[src/rtl/ddr_global_pkg.sv]
// Shared DDR clock-tree control types: clock mux select codes and sequencer states.
// Latency: n/a (types only). Backpressure: n/a.
// Holds no logic; imported by the clock mux select controller.
package ddr_global_pkg;

   typedef enum logic [1:0] {
      CLKMUX_OFF  = 2'b00,
      CLKMUX_IN01 = 2'b01,
      CLKMUX_IN10 = 2'b10,
      CLKMUX_IN11 = 2'b11
   } clkmux_sel_t;

   typedef enum logic [1:0] {
      CM_IDLE   = 2'b00,
      CM_PARK   = 2'b01,
      CM_SETTLE = 2'b10
   } clkmux_ctrl_st_t;

   localparam int CLKMUX_SW_CNT_W = 16;

endpackage

[src/rtl/ddr_clkmux_3to1_sel_ctrl.sv]
// Glitch-free 3:1 clock mux select sequencer: park at 00, apply new select, settle, then pulse o_done.
// Latency: no-op done in 1 cycle; real switch done PARK_CYC+SETTLE_CYC+1 cycles after accept.
// Backpressure: o_sel_req_rdy only in IDLE; debug switch counter o_sw_cnt under DDR_CLKMUX_CTRL_DBG_EN.
module ddr_clkmux_3to1_sel_ctrl
   import ddr_global_pkg::*;
#(
   parameter int          PARK_CYC   = 4,
   parameter int          SETTLE_CYC = 8,
   parameter int          CNT_W      = 4,
   parameter logic [1:0]  RST_SEL    = 2'b01
) (
   input  logic        i_clk,
   input  logic        i_rst,
   input  logic [1:0]  i_sel_req,
   input  logic        i_sel_req_vld,
   output logic        o_sel_req_rdy,
   output logic [1:0]  o_sel,
   output logic [1:0]  o_cur_sel,
   output logic        o_busy,
   output logic        o_done
`ifdef DDR_CLKMUX_CTRL_DBG_EN
   ,
   output logic [CLKMUX_SW_CNT_W-1:0] o_sw_cnt
`endif
);

   localparam logic [CNT_W-1:0] PARK_LD   = CNT_W'(PARK_CYC - 1);
   localparam logic [CNT_W-1:0] SETTLE_LD = CNT_W'(SETTLE_CYC - 1);

   if (PARK_CYC < 1 || PARK_CYC > (2**CNT_W) - 1) begin : g_park_chk
      $error("PARK_CYC out of range for CNT_W");
   end
   if (SETTLE_CYC < 1 || SETTLE_CYC > (2**CNT_W) - 1) begin : g_settle_chk
      $error("SETTLE_CYC out of range for CNT_W");
   end

   clkmux_ctrl_st_t   st_q, st_n;
   logic [CNT_W-1:0]  cnt_q, cnt_n;
   clkmux_sel_t       req_q, req_n;
   clkmux_sel_t       sel_q, sel_n;
   clkmux_sel_t       cur_q, cur_n;
   logic              busy_q, busy_n;
   logic              done_q, done_n;
   clkmux_sel_t       req_in;

   assign req_in = clkmux_sel_t'(i_sel_req);

   always_ff @(posedge i_clk or posedge i_rst) begin
      if (i_rst) begin
         st_q   <= CM_IDLE;
         cnt_q  <= '0;
         req_q  <= clkmux_sel_t'(RST_SEL);
         sel_q  <= clkmux_sel_t'(RST_SEL);
         cur_q  <= clkmux_sel_t'(RST_SEL);
         busy_q <= 1'b0;
         done_q <= 1'b0;
      end else begin
         st_q   <= st_n;
         cnt_q  <= cnt_n;
         req_q  <= req_n;
         sel_q  <= sel_n;
         cur_q  <= cur_n;
         busy_q <= busy_n;
         done_q <= done_n;
      end
   end

   always_comb begin
      st_n   = st_q;
      cnt_n  = cnt_q;
      req_n  = req_q;
      sel_n  = sel_q;
      cur_n  = cur_q;
      busy_n = busy_q;
      done_n = 1'b0;
      case (st_q)
         CM_IDLE: begin
            if (i_sel_req_vld) begin
               if (req_in == cur_q) begin
                  done_n = 1'b1;
               end else begin
                  // Park first: 00 is the only code safe to pass through between inputs.
                  req_n  = req_in;
                  st_n   = CM_PARK;
                  cnt_n  = PARK_LD;
                  sel_n  = CLKMUX_OFF;
                  busy_n = 1'b1;
               end
            end
         end
         CM_PARK: begin
            if (cnt_q == '0) begin
               sel_n = req_q;
               st_n  = CM_SETTLE;
               cnt_n = SETTLE_LD;
            end else begin
               cnt_n = cnt_q - CNT_W'(1);
            end
         end
         CM_SETTLE: begin
            if (cnt_q == '0) begin
               st_n   = CM_IDLE;
               cur_n  = req_q;
               busy_n = 1'b0;
               done_n = 1'b1;
            end else begin
               cnt_n = cnt_q - CNT_W'(1);
            end
         end
         default: st_n = CM_IDLE;
      endcase
   end

`ifdef DDR_CLKMUX_CTRL_DBG_EN
   logic [CLKMUX_SW_CNT_W-1:0] sw_cnt_q;

   // Only SETTLE completions count; no-op requests never leave IDLE.
   always_ff @(posedge i_clk or posedge i_rst) begin
      if (i_rst) begin
         sw_cnt_q <= '0;
      end else if (st_q == CM_SETTLE && cnt_q == '0 && sw_cnt_q != '1) begin
         sw_cnt_q <= sw_cnt_q + CLKMUX_SW_CNT_W'(1);
      end
   end

   assign o_sw_cnt = sw_cnt_q;
`else
   // Debug switch counter not built.
`endif

   assign o_sel_req_rdy = (st_q == CM_IDLE);
   assign o_sel         = sel_q;
   assign o_cur_sel     = cur_q;
   assign o_busy        = busy_q;
   assign o_done        = done_q;

endmodule

[config.mk]
export PLATFORM = sky130hd
export DESIGN_NAME = ddr_clkmux_3to1_sel_ctrl
export DESIGN_NICKNAME = d
export VERILOG_FILES = /design/src/rtl/ddr_global_pkg.sv /design/src/rtl/ddr_clkmux_3to1_sel_ctrl.sv
export SDC_FILE = /design/constraint.sdc
export NUM_CORES = 1
export LEC_CHECK = 0
export BUFFER_PORTS_ARGS = -buffer_cell sky130_fd_sc_hd__buf_2
export CORE_MARGIN = 10
export CORE_UTILIZATION = 40
export CTS_CLUSTER_DIAMETER = 30
export CTS_CLUSTER_SIZE = 28
export DETAILED_ROUTE_END_ITERATION = 10
export PLACE_DENSITY_LB_ADDON = 0.3
export REMOVE_ABC_BUFFERS = 1
export SKIP_LAST_GASP = 1
export SYNTH_ARGS = -nofsm -noshare
export SYNTH_HDL_FRONTEND = slang
export SYNTH_SLANG_ARGS = --single-unit
[constraint.sdc]
create_clock -name i_clk -period 1.95 [get_ports i_clk]
set_clock_uncertainty 0.05 [all_clocks]
set_input_delay 0.195 -clock i_clk [delete_from_list [all_inputs] [get_ports i_clk]]
set_output_delay 0.195 -clock i_clk [all_outputs]
set_load 0.02 [all_outputs]
==> flow_metrics.env <==
export IMPL_outcome="complete, no violations"
export IMPL_ant_nets=0
export IMPL_worstSetupEndpointType="register"
export IMPL_cellLeakagePower_nw=0.478
export IMPL_cts_post_setup_buffers_inserted=0
export IMPL_post_synth_top_area_fraction_pct=30.8
export IMPL_design_portCount=12
export IMPL_critical_path_arrival_ps=1910
export IMPL_drt_pre_antenna_iters=4
export IMPL_total_power_w=0.00170
export IMPL_number_of_cts_inserted_buffers=3
export IMPL_htree_levels=1
export IMPL_number_of_unique_standard_cell_types_used_by_synthesis=33
export IMPL_grt_pass1_vias=738
export IMPL_worstSetupPathType="reg -> reg"
export IMPL_fin_setup_tns_ps=0
export IMPL_path_cells="inv_1 -> ha_1 -> nor3b_4 -> nor2_1 -> a21oi_1 -> mux2_2"
export IMPL_setup_violations=0
export IMPL_cts_num_sinks=14
export IMPL_final_net_count=116
export IMPL_timing_final_crit_share_pct=91.4
export IMPL_drt_iter0_drc=19
export IMPL_synth_area_per_cell_um2=10.2
export IMPL_max_slew_margin_pct=63.6
export IMPL_grt_setup_unrepaired="no"
export IMPL_tritoncts="yes"
export IMPL_avgViaCountPerCell=5.28
export IMPL_powerDensity_mw_per_mm2=1620
export IMPL_die_area_mm2=0.00453
export IMPL_finalCriticalPeriod_ps=1780
export IMPL_clk_insertion_delay_late_ps=280
export IMPL_irDropWorstVdd_mv=0.752
export IMPL_grt_pass1_wl_um=3310
export IMPL_die_width_um=67.3
export IMPL_grtUsageTotal_pct=9.31
export IMPL_cp_slowest_cell="dfrtp_1"
export IMPL_io_buffer_count=11
export IMPL_chipHeight_um=67.3
export IMPL_final_hold_viol_count=0
export IMPL_coreArea_mm2=0.00217
export IMPL_hold_path_class="in -> reg"
export IMPL_dp_hpwl_um=1450
export IMPL_route_final_wire_length_um=1930
export IMPL_route_vias_total=697
export IMPL_number_of_antenna_violations_at_the_first_check_in_global_routing=0
export IMPL_root_buffer="clkbuf_4"
export IMPL_synthDominantAreaCellType="dfrtp_1"
export IMPL_synthesis_area_um2=895
export IMPL_drc=0
export IMPL_yosys_register_bits=14
export IMPL_start_util_pct=41.2
export IMPL_slowest_delay_ps=420
export IMPL_report_final_slew_viol_count=0
export IMPL_worst_slew_pin_transition_ps=546
export IMPL_post_synth_inst_count=88
export IMPL_worstPathMaxFanout=5
export IMPL_cts_reportedPaths_clkPinSlew_ps=100
export IMPL_critical_path_source_type="register"
export IMPL_syn2layout_area_growth_pct=16.8
export IMPL_max_cap_violations=0
export IMPL_std_cell_rows=17
export IMPL_post_synth_main_area_contributors="dfrtp_1, dfstp_2, ha_1, mux2_2, inv_1"
export IMPL_leading_cell_types_in_the_layout_fill_and_taps_excluded="dfrtp_1, buf_2, inv_1"
export IMPL_globalRouteOverflowTotal=0
export IMPL_grt_max_degree=15
export IMPL_antennaDiodeCount=0
export IMPL_required_ps=2070
export IMPL_achievable_clock_frequency_ghz=0.561
export IMPL_drive_above_1_share_pct=29.8
export IMPL_clockBufferDepth=2
export IMPL_wire_per_inst_um=14.6
export IMPL_cp_top_family="simple AND/OR/NAND/NOR gates"
export IMPL_gp_congestion=0.804
export IMPL_path_buf_inv=1
export IMPL_synth_yosys_seq_area_share_pct=39.6
export IMPL_synth_warning_count=0
[final timing paths]
| kind | start | end | slack (ps) | cells past startpoint |
|---|---|---|---|---|
| worst max-delay path | cnt_q[0] | st_q[0] | 170 | 6 |
| worst min-delay path | i_sel_req[1] | req_q[1] | 150 | 2 |
| worst max register to register | cnt_q[0] | st_q[0] | 170 | 6 |
| worst min register to register | req_q[1] | req_q[1] | 500 | 1 |
| max in group asynchronous | i_rst | o_sel[0] | 1040 | 3 |
| min in group asynchronous | i_rst | cnt_q[3] | 440 | 3 |
[cell type report]
class,instances,area [um^2]
clock buffers,4,36.3
inverters,8,30.0
fillers,215,1120
flip-flops and latches,14,354
well taps,28,35.0
repair buffers,14,80.1
multi-input cells,64,509
[cell families after synthesis]
family                   Yosys count  synth area share [%]
AO/OA/AOI/OAI                     23                  20.3
AND/OR/NAND/NOR                   26                  17.3
multiplexers                       5                  6.29
flip-flops                        14                  39.6
buffers and inverters             10                  4.20
XOR/XNOR                           4                  3.92
adder cells (fa/ha/maj)            6                  8.39
[what timing repair did]
item                                    4_1_cts  5_1_grt
hold endpoints to repair                     11        0
endpoints found under the setup margin        1        2
hold buffers                                  1        0
gates resized for setup                       1        1
[per-stage QoR]
stage / setup slack [ps] / util [%] / hold slack, ps / instances / area [um^2]
final: 168 / 48.2 / 153 / 132 / 1040
after detailed placement: 9.00 / 45.7 / 232 / 127 / 992
after global placement: 43.2 / 45.7 / 228 / 127 / 992
after floorplan: 149 / - / 32.1 / 86 / 887
after CTS: 111 / 48.0 / 142 / 132 / 1040
after global routing: 56.4 / 48.2 / 158 / 132 / 1040
[registers in the layout (all words and copies together) (netlist names)]
name / cells
st_q: 2
cnt_q: 4
req_q: 2
o_cur_sel: 2
o_done: 1
o_busy: 1
o_sel: 2
[report_power, final]
part	switching [W]	internal [W]
sequential	0.000110	0.000425
combinational	0.000512	0.000429
clock	0.000106	0.000114
total	0.000728	0.000968
[metal layers]
layer / part of all wire, % / GRT usage [%]
met1: 50 / 11.2
met2: 46 / 14.9
met3: 3.2 / 2.81
met4: 0.62 / 4.10
met5: 0 / 0
[cell usage after synthesis]
library cell	count
dfrtp_1	11
inv_1	8
ha_1	6
nand2_1	6
mux2_2	5
a21oi_1	4
nor2_1	4
dfstp_2	3
nand3_1	3
nand3b_1	3
nor2b_1	3
o211ai_1	3
o21ai_0	3
a31oi_1	2
clkbuf_1	2
o221ai_1	2
o22ai_1	2
xnor2_1	2
xor2_1	2
a21boi_0	1
a21o_1	1
a221oi_4	1
a22o_1	1
a2bb2oi_2	1
and2_1	1
and2_4	1
nand2b_1	1
nor3_1	1
nor3b_1	1
nor3b_4	1
o22a_1	1
o31ai_1	1
or3b_1	1
Note: power is estimated with default switching activity, not from simulation.
